## src/rtl/conv_mac_pkg.sv

```systemverilog
// conv_mac_pipe shared types and helpers.
// Product width, saturation range check, accumulate FSM states.
package conv_mac_pkg;

  localparam int MAXW = 128;

  typedef enum logic {
    FIRST,
    ACCUM
  } acc_st_e;

  function automatic int prod_w(
    input int w0,
    input int w1
  );
    return w0 + w1;
  endfunction

  function automatic bit cfg_ok(
    input int w0,
    input int w1,
    input int ns,
    input int acc,
    input int sh,
    input int dw
  );
    return (w0 >= 2) && (w0 <= 32) &&
           (w1 >= 2) && (w1 <= 32) &&
           (ns >= 1) && (ns <= 6) &&
           (acc >= prod_w(w0, w1)) &&
           (acc <= MAXW) &&
           (sh >= 0) && (sh < acc) &&
           (dw >= 2) && (dw <= acc);
  endfunction

  // {over, under} for a signed value against a w-bit signed range
  function automatic logic [1:0] sat_dir(
    input logic signed [MAXW-1:0] v,
    input int w
  );
    logic signed [MAXW-1:0] one;
    logic signed [MAXW-1:0] mx;
    logic signed [MAXW-1:0] mn;
    one = MAXW'(1);
    mx  = (one <<< (w - 1)) - one;
    mn  = ~mx;
    return {(v > mx), (v < mn)};
  endfunction

endpackage

```

## src/rtl/conv_mac_mul_stage.sv

```systemverilog
// Pipelined full-precision signed multiplier with valid/last sideband.
// All stages share one enable so the pipe stalls as a unit.
module conv_mac_mul_stage
  import conv_mac_pkg::*;
#(
  parameter int W0 = 16,
  parameter int W1 = 8,
  parameter int NS = 3,
  localparam int PW = prod_w(W0, W1)
) (
  input  logic                 clk,
  input  logic                 rst_n,
  input  logic                 en,
  input  logic                 in_valid,
  input  logic                 in_last,
  input  logic signed [W0-1:0] a,
  input  logic signed [W1-1:0] b,
  output logic                 out_valid,
  output logic                 out_last,
  output logic signed [PW-1:0] out_prod
);

  logic [NS-1:0]         v_q;
  logic [NS-1:0]         l_q;
  logic signed [PW-1:0]  p_q [NS];
  logic signed [PW-1:0]  ax;
  logic signed [PW-1:0]  bx;

  assign ax = PW'(a);
  assign bx = PW'(b);

  always_ff @(posedge clk) begin
    if (!rst_n) begin
      v_q <= '0;
    end else if (en) begin
      v_q[0] <= in_valid;
      for (int i = 1; i < NS; i++) begin
        v_q[i] <= v_q[i-1];
      end
    end
  end

  // data regs carry no reset so they map onto DSP pipeline registers
  always_ff @(posedge clk) begin
    if (en) begin
      p_q[0] <= ax * bx;
      l_q[0] <= in_last;
      for (int i = 1; i < NS; i++) begin
        p_q[i] <= p_q[i-1];
        l_q[i] <= l_q[i-1];
      end
    end
  end

  assign out_valid = v_q[NS-1];
  assign out_last  = l_q[NS-1];
  assign out_prod  = p_q[NS-1];

endmodule

```

## src/rtl/conv_mac_pipe.sv

```systemverilog
// Pipelined signed MAC: per-frame accumulate, shift, saturate.
// Whole pipe advances together when the output reg can take data.
module conv_mac_pipe
  import conv_mac_pkg::*;
#(
  parameter int DIN0_WIDTH = 16,
  parameter int DIN1_WIDTH = 8,
  parameter int NUM_STAGE  = 3,
  parameter int ACC_WIDTH  = 32,
  parameter int SHIFT      = 0,
  parameter int DOUT_WIDTH = 24
) (
  input  logic                         ap_clk,
  input  logic                         ap_rst_n,
  input  logic                         in_valid,
  output logic                         in_ready,
  input  logic signed [DIN0_WIDTH-1:0] din0,
  input  logic signed [DIN1_WIDTH-1:0] din1,
  input  logic                         in_last,
  output logic                         out_valid,
  input  logic                         out_ready,
  output logic signed [DOUT_WIDTH-1:0] dout,
  output logic                         sat
);

  localparam int PW = prod_w(DIN0_WIDTH, DIN1_WIDTH);
  localparam int AM = ACC_WIDTH - 1;

  if (!cfg_ok(DIN0_WIDTH, DIN1_WIDTH, NUM_STAGE,
              ACC_WIDTH, SHIFT, DOUT_WIDTH)) begin : g_bad_cfg
    $error("conv_mac_pipe: illegal parameter set");
  end

  logic                         adv;
  logic                         beat;
  logic                         m_valid;
  logic                         m_last;
  logic signed [PW-1:0]         m_prod;

  acc_st_e                      st_q;
  acc_st_e                      st_d;

  logic signed [ACC_WIDTH-1:0]  acc_q;
  logic signed [ACC_WIDTH-1:0]  base;
  logic signed [ACC_WIDTH-1:0]  addend;
  logic signed [ACC_WIDTH-1:0]  acc_d;
  logic signed [ACC_WIDTH-1:0]  res;
  logic                         ovf_q;
  logic                         ovf_add;
  logic                         ovf_d;

  logic [1:0]                   clip;
  logic signed [DOUT_WIDTH-1:0] dmax;
  logic signed [DOUT_WIDTH-1:0] dval;

  assign adv      = !out_valid || out_ready;
  assign in_ready = adv;
  assign beat     = adv && m_valid;

  conv_mac_mul_stage #(
    .W0 (DIN0_WIDTH),
    .W1 (DIN1_WIDTH),
    .NS (NUM_STAGE)
  ) u_mul (
    .clk       (ap_clk),
    .rst_n     (ap_rst_n),
    .en        (adv),
    .in_valid  (in_valid),
    .in_last   (in_last),
    .a         (din0),
    .b         (din1),
    .out_valid (m_valid),
    .out_last  (m_last),
    .out_prod  (m_prod)
  );

  always_comb begin
    st_d = st_q;
    if (beat) begin
      unique case (st_q)
        FIRST:   st_d = m_last ? FIRST : ACCUM;
        ACCUM:   st_d = m_last ? FIRST : ACCUM;
        default: st_d = FIRST;
      endcase
    end
  end

  always_ff @(posedge ap_clk) begin
    if (!ap_rst_n) begin
      st_q <= FIRST;
    end else begin
      st_q <= st_d;
    end
  end

  // a frame start adds onto zero, so it can never overflow
  assign addend  = ACC_WIDTH'(m_prod);
  assign base    = (st_q == ACCUM) ? acc_q : '0;
  assign acc_d   = base + addend;
  assign ovf_add = (base[AM] == addend[AM]) &&
                   (acc_d[AM] != base[AM]);
  assign ovf_d   = ((st_q == ACCUM) && ovf_q) || ovf_add;

  assign res  = acc_d >>> SHIFT;
  assign clip = sat_dir(MAXW'(res), DOUT_WIDTH);
  assign dmax = {1'b0, {(DOUT_WIDTH-1){1'b1}}};

  always_comb begin
    dval = res[DOUT_WIDTH-1:0];
    unique case (1'b1)
      clip[1]: dval = dmax;
      clip[0]: dval = ~dmax;
      default: dval = res[DOUT_WIDTH-1:0];
    endcase
  end

  always_ff @(posedge ap_clk) begin
    if (!ap_rst_n) begin
      acc_q <= '0;
      ovf_q <= 1'b0;
    end else if (beat) begin
      acc_q <= acc_d;
      ovf_q <= ovf_d;
    end
  end

  always_ff @(posedge ap_clk) begin
    if (!ap_rst_n) begin
      out_valid <= 1'b0;
      dout      <= '0;
      sat       <= 1'b0;
    end else if (adv) begin
      if (beat && m_last) begin
        out_valid <= 1'b1;
        dout      <= dval;
        sat       <= (|clip) || ovf_d;
      end else begin
        out_valid <= 1'b0;
      end
    end
  end

endmodule

```

## config.mk

```make
export PLATFORM = sky130hd
export DESIGN_NAME = conv_mac_pipe
export DESIGN_NICKNAME = d
export VERILOG_FILES = /design/src/rtl/conv_mac_pkg.sv /design/src/rtl/conv_mac_mul_stage.sv /design/src/rtl/conv_mac_pipe.sv
export SDC_FILE = /design/constraint.sdc
export NUM_CORES = 1
export LEC_CHECK = 0
export ABC_AREA = 1
export CORE_MARGIN = 2
export CORE_UTILIZATION = 67
export CTS_CLUSTER_DIAMETER = 80
export DETAILED_ROUTE_END_ITERATION = 10
export PLACE_DENSITY = 0.95
export SKIP_LAST_GASP = 1
export SLEW_MARGIN = 20
export SYNTH_ARGS = -nofsm -noshare
export SYNTH_HDL_FRONTEND = slang
export SYNTH_SLANG_ARGS = --single-unit
```

## constraint.sdc

```tcl
create_clock -name ap_clk -period 17.7 [get_ports ap_clk]
set_input_delay 3.54 -clock ap_clk [delete_from_list [all_inputs] [get_ports ap_clk]]
set_output_delay 3.54 -clock ap_clk [all_outputs]
set_load 0.02 [all_outputs]
```

Word-level counts from Yosys, hierarchy flattened

Memory sizes are Yosys's and may differ from the RTL's.
Cells that the tools add are included.

Multipliers: 1
Reductions and logical operators: 10
Order comparisons: 2
Equal/unequal tests: 2
Muxes and demuxes: 6
Add/subtract/negate cells: 1

Operator list:

| operator                                             | count |
|---|---|
| case mux 24 bit (2 select lines)                     | 1 |
| adder 32 x 24 -> 32 bit                              | 1 |
| > comparator 32 x 24 -> 1 bit, second input constant | 1 |
| < comparator 32 x 24 -> 1 bit, second input constant | 1 |
| 2-to-1 mux 32 bit                                    | 1 |
| multiplier 16 x 8 -> 24 bit                          | 1 |
| logical AND 1 bit                                    | 4 |
| 2-to-1 mux 1 bit                                     | 4 |
| logical OR 1 bit                                     | 3 |
| AND reduction 2 bit                                  | 1 |
| OR reduction 2 bit                                   | 1 |
| == test 1 bit                                        | 1 |
| logical NOT 1 bit                                    | 1 |
| != test 1 bit                                        | 1 |

Output and inout bits: 27
Register bits: 66
Logic and storage cells: 31
Memories kept: 1
RAM bits: 72
Input bits: 29

Memory list:

| name      | depth | bits a word | rd ports | clocked after Yosys merged registers in | wr ports | RTL line                 | text |
|---|---|---|---|---|---|---|---|
| u_mul.p_q | 3     | 24          | 3        | 0                                       | 3        | conv_mac_mul_stage.sv:25 | `logic signed [PW-1:0] p_q [NS];` |

Longest topological paths before layout

Gate-level depths: netlist of run 1.

Word-level depth: 6
Depth in mapped cells: 23
Depth with buffers taken out: 21

Cells and area by module

A second synthesis of run 1 with hierarchy kept.

Cells, all modules: 1,769
Area total of the unflattened synthesis: 12,951.2 um^2

By module, submodules not included:

| module             | instances | cells each | seq. area each (um^2) | area an instance (um^2) |
|---|---|---|---|---|
| conv_mac_mul_stage | 1         | 902        | 2,312.2               | 7,771.2 |
| conv_mac_pipe      | 1         | 867        | 1,201.2               | 5,180.0 |

Worst setup path before layout of run 1

Ideal clock, no wire load.

Kind: input port to output port
Start point: in out_ready
End point: out in_ready
Required time: 14,160 ps
Stages: 2
Slack: 8,929 ps
Buffers on the path: 0
Data arrival time: 5,231 ps
Cells stage by stage: nor2_1 -> inv_1

Cells in the longest elaborated chain, start to end: 1

RTL lines:

| item             | RTL line            | text |
|---|---|---|
| start, declared  | conv_mac_pipe.sv:21 | `input logic out_ready,` |
| logical OR 1 bit | conv_mac_pipe.sv:56 | `assign adv = !out_valid \|\| out_ready;` |
| end, declared    | conv_mac_pipe.sv:16 | `output logic in_ready,` |

Every way passes these cells.

==> results of run 1 <==
## power by group through the flow
| stage | clock network [W] | registers (W) | logic [W] |
|---|---|---|---|
| 2_1_floorplan | 0 | 0.000497 | 0.000697 |
| 3_3_place_gp | 0 | 0.000503 | 0.000816 |
| 3_5_place_dp | 0 | 0.000511 | 0.000874 |
| 4_1_cts | 0.000364 | 0.000507 | 0.000884 |
| 5_1_grt | 0.000377 | 0.000514 | 0.00100 |
| 6_report | 0.000361 | 0.000506 | 0.000889 |
## worst paths after layout
kind                                       start                to  slack, ns
worst min register to register  u_mul.p_q[0][26]  u_mul.p_q[0][50]       0.42
worst min-delay path            u_mul.p_q[0][26]  u_mul.p_q[0][50]       0.42
worst max register to register              st_q           dout[1]      13.83
worst max-delay path                     din1[7]  u_mul.p_q[0][21]       9.16
## worst register-to-register path: stages, from the launching register on
cell                      delay, ns
sky130_fd_sc_hd__dfxtp_1       0.31
sky130_fd_sc_hd__buf_4         0.36
sky130_fd_sc_hd__nand2_1       0.10
sky130_fd_sc_hd__inv_1         0.07
sky130_fd_sc_hd__ha_1          0.24
sky130_fd_sc_hd__inv_1         0.12
sky130_fd_sc_hd__fa_1          0.47
sky130_fd_sc_hd__nor2_1        0.15
sky130_fd_sc_hd__or2_1         0.17
sky130_fd_sc_hd__nand3_1       0.08
sky130_fd_sc_hd__nand2_1       0.17
sky130_fd_sc_hd__nand2_1       0.15
sky130_fd_sc_hd__nand3_1       0.12
sky130_fd_sc_hd__nand3_1       0.08
sky130_fd_sc_hd__nor2_1        0.17
sky130_fd_sc_hd__nand2_2       0.12
sky130_fd_sc_hd__a21oi_4       0.69
sky130_fd_sc_hd__a21oi_1       0.15
## cell families after synthesis
logic type | synth area share (%)
simple gates | 20.2
buf+inv | 15.0
fa+ha+maj | 24.7
compound gates | 7.89
flops | 28.6
xor+xnor | 3.51
## registers in the layout, indices dropped and copies added (netlist names)
signal / flops
u_mul.p_q: 72
acc_q: 32
dout: 24
u_mul.l_q: 3
u_mul.v_q: 3
out_valid: 1
ovf_q: 1
sat: 1
st_q: 1
## cell type report
| type | instances | area [um2] |
|---|---|---|
| Multi-Input combinational cell | 987 | 6910 |
| Fill cell | 1257 | 4470 |
| Sequential cell | 138 | 3510 |
| Inverter | 425 | 1600 |
| Timing Repair Buffer | 59 | 581 |
| Clock buffer | 17 | 425 |
| Tap cell | 229 | 287 |
| Clock inverter | 15 | 178 |
## per-layer routing
metal | vias up | share of wire (%) | track usage, %
met5 | - | 0 | 0
met4 | 0 | 2.5 | 11.0
met3 | 54 | 5.7 | 3.37
met2 | 415 | 51 | 50.4
met1 | 4502 | 41 | 34.3
li1 | 4809 | - | -
## through the flow
step                total power [W]  utilization [%]  instance area [um2]  hold slack (ns)  setup WS, ns
floorplan                   0.00119                -                12300            0.400          8.93
global placement            0.00132             71.7                12900            0.401          8.93
detailed placement          0.00139             71.7                12900            0.405          8.74
CTS                         0.00175             75.1                13500            0.415          9.20
global route                0.00189             75.1                13500            0.429          8.85
finish                      0.00176             75.1                13500            0.416          9.16
## placed cells by master (no fill, tap or decap), drive strengths merged, types with 17 or more instances in the layout
cell type      count
clkbuf            17
a21oi             65
dfxtp             63
edfxtp            75
fa               104
nor2             119
nand2            431
inv              434
o21ai             67
xnor2             18
ha                76
xor2              29
clkdlybuf4s50     55
nand3             29
==> impl_metrics.toml, run 1 <==
[run_status]
run_status = "completed"

[place]
place_congestion = 0.985
place.detailed.hpwl_um = 20200
placed_cells_incl_taps = 1838
numPortBuffers = 55

[power]
power.internal_w = 0.00101
power_frac_comb_pct = 50.6
power_per_cell_area_nw_per_um2 = 130
vdd_drop_max_mv = 0.0787
share_of_total_power_in_sequential_cells_pct = 28.8
power.static_leakage_nw = 7.51
p_sw_share_pct = 42.3
share_clk_of_total_power_pct = 20.6
power.net_switching_w = 0.000744

[synthesis]
synthTopCellsByCount = "sky130_fd_sc_hd__inv_1, sky130_fd_sc_hd__nand2_1, sky130_fd_sc_hd__fa_1, sky130_fd_sc_hd__nor2_1, sky130_fd_sc_hd__ha_1"
asyncSetResetFlopFracSynth_pct = 0
synth.avg_cell_area_um2 = 7.65
post_synth_inst_count = 1603
syn-num-nets = 1812
ys_types = 43
post_synth_main_area_contributors = "sky130_fd_sc_hd__edfxtp_1, sky130_fd_sc_hd__fa_1, sky130_fd_sc_hd__inv_1, sky130_fd_sc_hd__nand2_1, sky130_fd_sc_hd__dfxtp_1"
synth_sequential_area_ratio_pct = 28.6
most_used_standard_cell_by_instance_count_after_synthesis = "sky130_fd_sc_hd__inv_1"
postSynth.topFlopCell = "sky130_fd_sc_hd__edfxtp_1"
synth-edff-count = 75
synth_largest_type_area_fraction_pct = 18.4
synth-warning-count = 0
postSynthRegisterBits = 138
synth_top_area_cell = "sky130_fd_sc_hd__edfxtp_1"
netlist_area_um2 = 12300

[global_routing]
largest_net_degree_at_the_start_of_global_routing = 80
antenna_found_initial = 0
globalRouteOverflowTotal = 0
grt.total_usage_pct = 28.0
first_pass_grt_wire_length_um = 44500
via_count_of_the_first_global_routing_pass = 9794

[clocking]
clock_tree_from_tritoncts = "yes"
cts-root-buf = "sky130_fd_sc_hd__clkbuf_16"
clk_path_buf_depth = 2
ctsHoldBuffers = 0
ctsHtreeMaxLevel = 4
tritoncts.num_buffers = 17
post_cts_resize_count = 0
cts.sinks = 138
clock_insertion_delay_at_the_later_pin_of_the_skew_report_ns = 0.42
buffers_inserted_by_post_cts_timing_repair = 0
clk_transition_reported_paths_ns = 0.06

[worst_setup_path]
worstPathRequired_ns = 17.86
timing.critical_path.slowest_stage_cell = "sky130_fd_sc_hd__fa_1"
cp_cell_sequence = "clkdlybuf4s50_1, inv_1, or2_2, fa_1, fa_1, inv_1, fa_1, inv_1, fa_1, inv_1, ha_1, nand2_1, nor2_1, nand2_1, nand2_1, a21boi_0, o21ai_0, a21oi_1, o21ai_0, xor2_1"
timing.critical_path.slowest_cell_delay_ns = 0.54
timing.critical_path.to_type = "flip-flop"
timing.setup.critical_path_class = "in2reg"
largest_delay_contributor_family_on_the_critical_path = "adder cells"
critical_path_buf_inv_count = 5
cp_max_fo = 17
worst-path-stages = 20
setup.worst_path.start_class = "primary input"
reg2regPathDepth = 17
worst-endpoint-arrival_ns = 8.71

[flow_run]
drv.max_cap_violation_count = 0

[layout]
layout-drive-gt1-share_pct = 7.56
design.final.nets = 1837
num_antenna_cells = 0
flow.area_growth_from_synthesis_pct = 9.95
final_cell_count_no_fill = 1870

[routing]
vias = 9780
drt_iter0_drc = 811
route.final.wire_length_um = 25700
detail_route.vias_per_cell = 5.23
drc_errors = 0
avgRoutedWirePerCell_um = 13.7
route.antenna.remaining_nets = 0
dr.pass1.iters = 6

[sta]
finalCriticalPeriod_ns = 8.54
worst_pin_slew_ns = 0.954
timing.final.hold_violations = 0
highest_achievable_clock_rate_mhz = 117
final-max-slew-violation-count = 0
report.final.setup_viol = 0
rsz0062_at_grt = "false"
setup_tns_ns = 0
clock-skew-final_ns = 0.00643
fin_crit_share_pct = 48.3
timing.max_slew.rel_slack_pct = 36.4

[die]
die_y_um = 139
core_um2 = 18000
cell_rows = 49
die_width_um = 139
io_pins = 56
initial_core_util_pct = 68.3
design.die.area_um2 = 19400

[worst_hold_path]
count_of_cells_along_the_worst_hold_path = 0
hold_class = "reg2reg"
Note: power is estimated with default switching activity, not from simulation.
==> run 2, diff against run 1 <==
--- a/config.mk
+++ b/config.mk
@@ -7,10 +7,10 @@
 export LEC_CHECK = 0
 export ABC_AREA = 1
 export CORE_MARGIN = 2
-export CORE_UTILIZATION = 67
+export CORE_UTILIZATION = 57
 export CTS_CLUSTER_DIAMETER = 80
 export DETAILED_ROUTE_END_ITERATION = 10
-export PLACE_DENSITY = 0.95
+export PLACE_DENSITY = 0.88
 export SKIP_LAST_GASP = 1
 export SLEW_MARGIN = 20
 export SYNTH_ARGS = -nofsm -noshare
==> constraint.sdc (replaced) <==
create_clock -name ap_clk -period 6.9 [get_ports ap_clk]
set_input_delay 1.38 -clock ap_clk [delete_from_list [all_inputs] [get_ports ap_clk]]
set_output_delay 1.38 -clock ap_clk [all_outputs]
set_load 0.02 [all_outputs]
==> run 2 against run 1 <==
Against the previous run: clock-buffer cell count unchanged; utilization fell by 11 points; clock power rose by 150%; clock skew grew 0.0014 ns; first-iteration DRC count down 21%; power grew to 2.5 times the previous value; flip-flop and latch count is the same; register-to-register slack got worse by 11 ns; critical path depth did not move; highest routed layer unchanged.
==> impl_metrics.toml, run 2 (synthesis results as in run 1) <==
[run_status]
run_status = "completed"

[layout]
final_cell_count_no_fill = 1927
flow.area_growth_from_synthesis_pct = 10.9
regMostFlops = "u_mul.p_q"
layout-drive-gt1-share_pct = 8.11
top_flop_regs = "u_mul.p_q (72), acc_q (32), dout (24)"
design.final.nets = 1848
num_antenna_cells = 0
layout.cells.most_common = "sky130_fd_sc_hd__inv_1"
most-common-layout-cells = "sky130_fd_sc_hd__inv_1, sky130_fd_sc_hd__nand2_1, sky130_fd_sc_hd__nor2_1, sky130_fd_sc_hd__fa_1, sky130_fd_sc_hd__ha_1"
largest_register_ffs = 72

[worst_setup_path]
largest_delay_contributor_family_on_the_critical_path = "adder cells"
timing.critical_path.slowest_stage_cell = "sky130_fd_sc_hd__clkdlybuf4s50_1"
cp_cell_sequence = "clkdlybuf4s50_1, buf_4, nand2_1, inv_1, fa_1, fa_1, fa_1, inv_1, fa_1, inv_1, ha_1, inv_1, o21ai_0, a21oi_1, nand2_1, a21boi_0, o21ai_0, a21oi_1, o21ai_0, xor2_1"
timing.setup.critical_path_class = "in2reg"
rr_startpoint = "st_q"
setup.worst_path.start_class = "primary input"
worst-endpoint-arrival_ns = 6.36
worstPathRequired_ns = 7.06
timing.critical_path.slowest_cell_delay_ns = 0.59
startpoint = "din1[5]"
timing.reg2reg.setup_slack_ns = 3.31
reg2regPathDepth = 17
cp_max_fo = 11
timing.critical_path.to_type = "flip-flop"
critical_path_buf_inv_count = 6
worst-path-stages = 20

[sta]
worst_pin_slew_ns = 0.931
clock-skew-final_ns = 0.00779
report.final.setup_viol = 0
rsz0062_at_grt = "false"
finalCriticalPeriod_ns = 6.20
final-max-slew-violation-count = 0
timing.max_slew.rel_slack_pct = 37.9
setup_tns_ns = 0
highest_achievable_clock_rate_mhz = 161
fin_crit_share_pct = 89.9
timing.final.hold_violations = 0

[clocking]
buffers_inserted_by_post_cts_timing_repair = 0
clock_tree_from_tritoncts = "yes"
clock_insertion_delay_at_the_later_pin_of_the_skew_report_ns = 0.42
clk_path_buf_depth = 2
ctsHtreeMaxLevel = 4
cts-root-buf = "sky130_fd_sc_hd__clkbuf_16"
ctsHoldBuffers = 0
clk_transition_reported_paths_ns = 0.06
post_cts_resize_count = 0
tritoncts.num_buffers = 17
cts.sinks = 138

[place]
place.detailed.hpwl_um = 20200
numPortBuffers = 55
placed_cells_incl_taps = 1895
place_congestion = 0.923

[power]
power.static_leakage_nw = 7.55
vdd_drop_max_mv = 0.191
power_per_cell_area_nw_per_um2 = 324

[die]
design.die.area_um2 = 22700
io_pins = 56
die_y_um = 151
die_width_um = 151
initial_core_util_pct = 58.2
cell_rows = 53
core_um2 = 21100

[worst_hold_path]
count_of_cells_along_the_worst_hold_path = 0
startpoint_of_the_tightest_hold_check_path = "u_mul.p_q[0][31]"
hold_class = "reg2reg"

[global_routing]
grt.total_usage_pct = 23.0
antenna_found_initial = 0
largest_net_degree_at_the_start_of_global_routing = 78
globalRouteOverflowTotal = 0
via_count_of_the_first_global_routing_pass = 9273
first_pass_grt_wire_length_um = 41900

[routing]
detail_route.vias_per_cell = 4.94
route.final.wire_length_um = 24900
dr.pass1.iters = 6
avgRoutedWirePerCell_um = 12.9
route.antenna.remaining_nets = 0
drc_errors = 0
drt_iter0_drc = 640
vias = 9518

[flow_run]
drv.max_cap_violation_count = 0
-- run 2: cell types whose count changed in the layout (fill, tap and decap cells not counted) --
cell,change
sky130_fd_sc_hd__buf_4,+11
sky130_fd_sc_hd__clkinv_1,+1
sky130_fd_sc_hd__inv_6,-1
sky130_fd_sc_hd__clkinv_4,+3
sky130_fd_sc_hd__clkinv_2,-1
sky130_fd_sc_hd__clkinvlp_4,-1
sky130_fd_sc_hd__bufinv_16,-1
-- run 2: area by class of cell --
type | count | area (um2)
repair buffers | 70 | 663
inverters | 425 | 1600
well taps | 275 | 344
clock inverters | 15 | 156
fillers | 1730 | 7480
clock buffers | 17 | 425
flip-flops and latches | 138 | 3510
multi-input cells | 987 | 6910
-- run 2: layer usage --
layer / global-route usage, % / vias up / part of all wire, %
li1: - / 4823 / -
met2: 40.8 / 273 / 49
met5: 0 / - / 0
met3: 1.94 / 38 / 4.3
met1: 30.1 / 4384 / 44
met4: 6.96 / 0 / 1.9
-- run 2: stage by stage --
stage | hold slack, ns | cell area (um2) | utilization, % | power (W) | worst slack, ns
floorplan | 0.400 | 12300 | - | 0.00306 | 0.923
global route | 0.425 | 13600 | 64.5 | 0.00479 | 0.401
global placement | 0.401 | 13000 | 61.8 | 0.00339 | 0.432
finish | 0.415 | 13600 | 64.5 | 0.00441 | 0.696
detailed placement | 0.405 | 13000 | 61.8 | 0.00352 | 0.259
CTS | 0.418 | 13600 | 64.5 | 0.00442 | 0.703
-- run 2: final timing paths --
path | endpoint
worst min register to register | u_mul.p_q[0][55]
worst max register to register | dout[1]
worst max-delay path | u_mul.p_q[0][21]
worst min-delay path | u_mul.p_q[0][55]
-- run 2: report_power, final --
group,leakage (nW),internal (W),switching (W)
registers,1.31,0.00121,0.0000795
logic,5.96,0.000835,0.00138
clock network,0.284,0.000511,0.000388
total,7.55,0.00256,0.00185
==> run 3, diff against run 2 <==
--- a/config.mk
+++ b/config.mk
@@ -10,7 +10,8 @@
 export CORE_UTILIZATION = 57
 export CTS_CLUSTER_DIAMETER = 80
 export DETAILED_ROUTE_END_ITERATION = 10
-export PLACE_DENSITY = 0.88
+export PLACE_DENSITY = 0.89
+export RECOVER_POWER = 25
 export SKIP_LAST_GASP = 1
 export SLEW_MARGIN = 20
 export SYNTH_ARGS = -nofsm -noshare
==> constraint.sdc (replaced) <==
create_clock -name ap_clk -period 6.9 [get_ports ap_clk]
set_input_delay 1.38 -clock ap_clk [delete_from_list [all_inputs] [get_ports ap_clk]]
set_output_delay 1.38 -clock ap_clk [all_outputs]
set_load 0.01 [all_outputs]
==> run 3 against run 2 <==
Against the previous run: first-iteration DRC count grew 3.9%; die area did not move; via count grew 1.2%; sequential share of layout area barely moved; critical path type unchanged.
==> impl_metrics.toml, run 3 (synthesis results as in run 1) <==
[layout]
layout-drive-gt1-share_pct = 8.00
layout.cells.most_common = "sky130_fd_sc_hd__inv_1"
final_design_area_no_fill_um2 = 13600
regMostFlops = "u_mul.p_q"
final_cell_count_no_fill = 1925
most-common-layout-cells = "sky130_fd_sc_hd__inv_1, sky130_fd_sc_hd__nand2_1, sky130_fd_sc_hd__nor2_1, sky130_fd_sc_hd__fa_1, sky130_fd_sc_hd__ha_1"
design.final.nets = 1846
num_antenna_cells = 0
top_flop_regs = "u_mul.p_q (72), acc_q (32), dout (24)"
largest_register_ffs = 72
flow.area_growth_from_synthesis_pct = 11.0

[place]
place.detailed.hpwl_um = 20900
place_congestion = 0.936
placed_cells_incl_taps = 1893
numPortBuffers = 55
place_area_um2 = 13000

[power]
total_power_w = 0.00451
power_per_cell_area_nw_per_um2 = 331
power.static_leakage_nw = 7.56
vdd_drop_max_mv = 0.200

[worst_setup_path]
crit_path_frequent_cell = "sky130_fd_sc_hd__fa_1"
worst-endpoint-arrival_ns = 6.51
worstPathRequired_ns = 7.06
cp_cell_sequence = "dlygate4sd3_1, nand2_1, fa_1, fa_1, inv_1, fa_1, inv_1, fa_1, inv_1, ha_1, a21o_1, a21oi_1, nand2_1, a21boi_0, o21ai_0, a21oi_1, o21ai_0, xor2_1"
timing.critical_path.slowest_stage_cell = "sky130_fd_sc_hd__dlygate4sd3_1"
timing.critical_path.slowest_cell_delay_ns = 0.85
timing.setup.critical_path_class = "in2reg"
setup.worst_path.start_class = "primary input"
cp_max_fo = 11
timing.critical_path.to_type = "flip-flop"

[die]
io_pins = 56
design.die.area_um2 = 22700
core_um2 = 21100
die_y_um = 151
die_width_um = 151
cell_rows = 53
initial_core_util_pct = 58.2

[routing]
vias = 9636
avgRoutedWirePerCell_um = 13.3
drt_iter0_drc = 665
route.final.wire_length_um = 25600
detail_route.vias_per_cell = 5.01
dr.pass1.iters = 7
route.antenna.remaining_nets = 0
drc_errors = 0

[global_routing]
antenna_found_initial = 0
largest_net_degree_at_the_start_of_global_routing = 77
first_pass_grt_wire_length_um = 44100
via_count_of_the_first_global_routing_pass = 9736
grt.total_usage_pct = 24.3
globalRouteOverflowTotal = 0

[clocking]
clock_insertion_delay_at_the_later_pin_of_the_skew_report_ns = 0.42
ctsHtreeMaxLevel = 4
clock_tree_from_tritoncts = "yes"
buffers_inserted_by_post_cts_timing_repair = 0
cts-root-buf = "sky130_fd_sc_hd__clkbuf_16"
ctsHoldBuffers = 0
cts.sinks = 138
post_cts_resize_count = 0
clk_path_buf_depth = 2
tritoncts.num_buffers = 17
clk_transition_reported_paths_ns = 0.06

[sta]
worst_pin_slew_ns = 1.49
final-max-slew-violation-count = 0
finalCriticalPeriod_ns = 6.35
report.final.setup_viol = 0
highest_achievable_clock_rate_mhz = 157
clock-skew-final_ns = 0.00880
fin_crit_share_pct = 92.1
setup_tns_ns = 0
timing.final.hold_violations = 0
rsz0062_at_grt = "false"
timing.max_slew.rel_slack_pct = 0.483

[run_status]
run_status = "completed"

[flow_run]
drv.max_cap_violation_count = 0

[worst_hold_path]
hold_class = "reg2reg"
[run 3: changes by cell type in the layout (fill, tap and decap cells not counted), sizes merged]
cell and delta:
inv +1, bufinv +1, clkbuf +1, clkdlybuf4s50 -9, clkinv -4, buf -3
clkinvlp +2, dlygate4sd3 +9
[run 3: worst paths after layout]
kind / start / cells after the start / end / slack, ns
min reg2reg: u_mul.p_q[0][13] / 0 / u_mul.p_q[0][37] / 0.42
max: din1[1] / 18 / u_mul.p_q[0][21] / 0.55
max reg2reg: st_q / 17 / dout[1] / 3.26
min: u_mul.p_q[0][13] / 0 / u_mul.p_q[0][37] / 0.42
[run 3: where the power goes]
group          leakage, nW  switching [W]  internal (W)
sequential            1.31      0.0000822       0.00121
clock                0.289       0.000385      0.000548
combinational         5.96        0.00144      0.000839
[run 3: area by class of cell]
type	instances	area (um2)
inverters	425	1600
flip-flops and latches	138	3510
clock buffers	17	425
well taps	275	344
repair buffers	68	644
fillers	1730	7470
clock inverters	15	180
multi-input cells	987	6910
[run 3: critical path: cells and delay by family]
kind	cells	cell delay, ns
AO/OA/AOI/OAI	6	1.35
XOR/XNOR	1	0.17
adder cells (fa/ha/maj)	5	2.27
buffers and inverters	4	1.04
AND/OR/NAND/NOR	2	0.28
[run 3: per-stage QoR]
step                hold WS (ns)  setup WS (ns)  util, %
finish                     0.420          0.547     64.6
global route               0.423          0.273     64.6
CTS                        0.420          0.662     64.6
detailed placement         0.405          0.222     61.7
global placement           0.400          0.410     61.7
floorplan                  0.400          0.923        -
[run 3: routing by layer]
layer	share of wire (%)	track usage [%]	wire [um]	vias to the layer above
li1	-	-	-	4824
met1	43	30.0	11000	4475
met2	50	44.1	12900	288
met3	4.7	2.52	1200	49
met4	2.1	8.46	529	0
met5	0	0	0	-
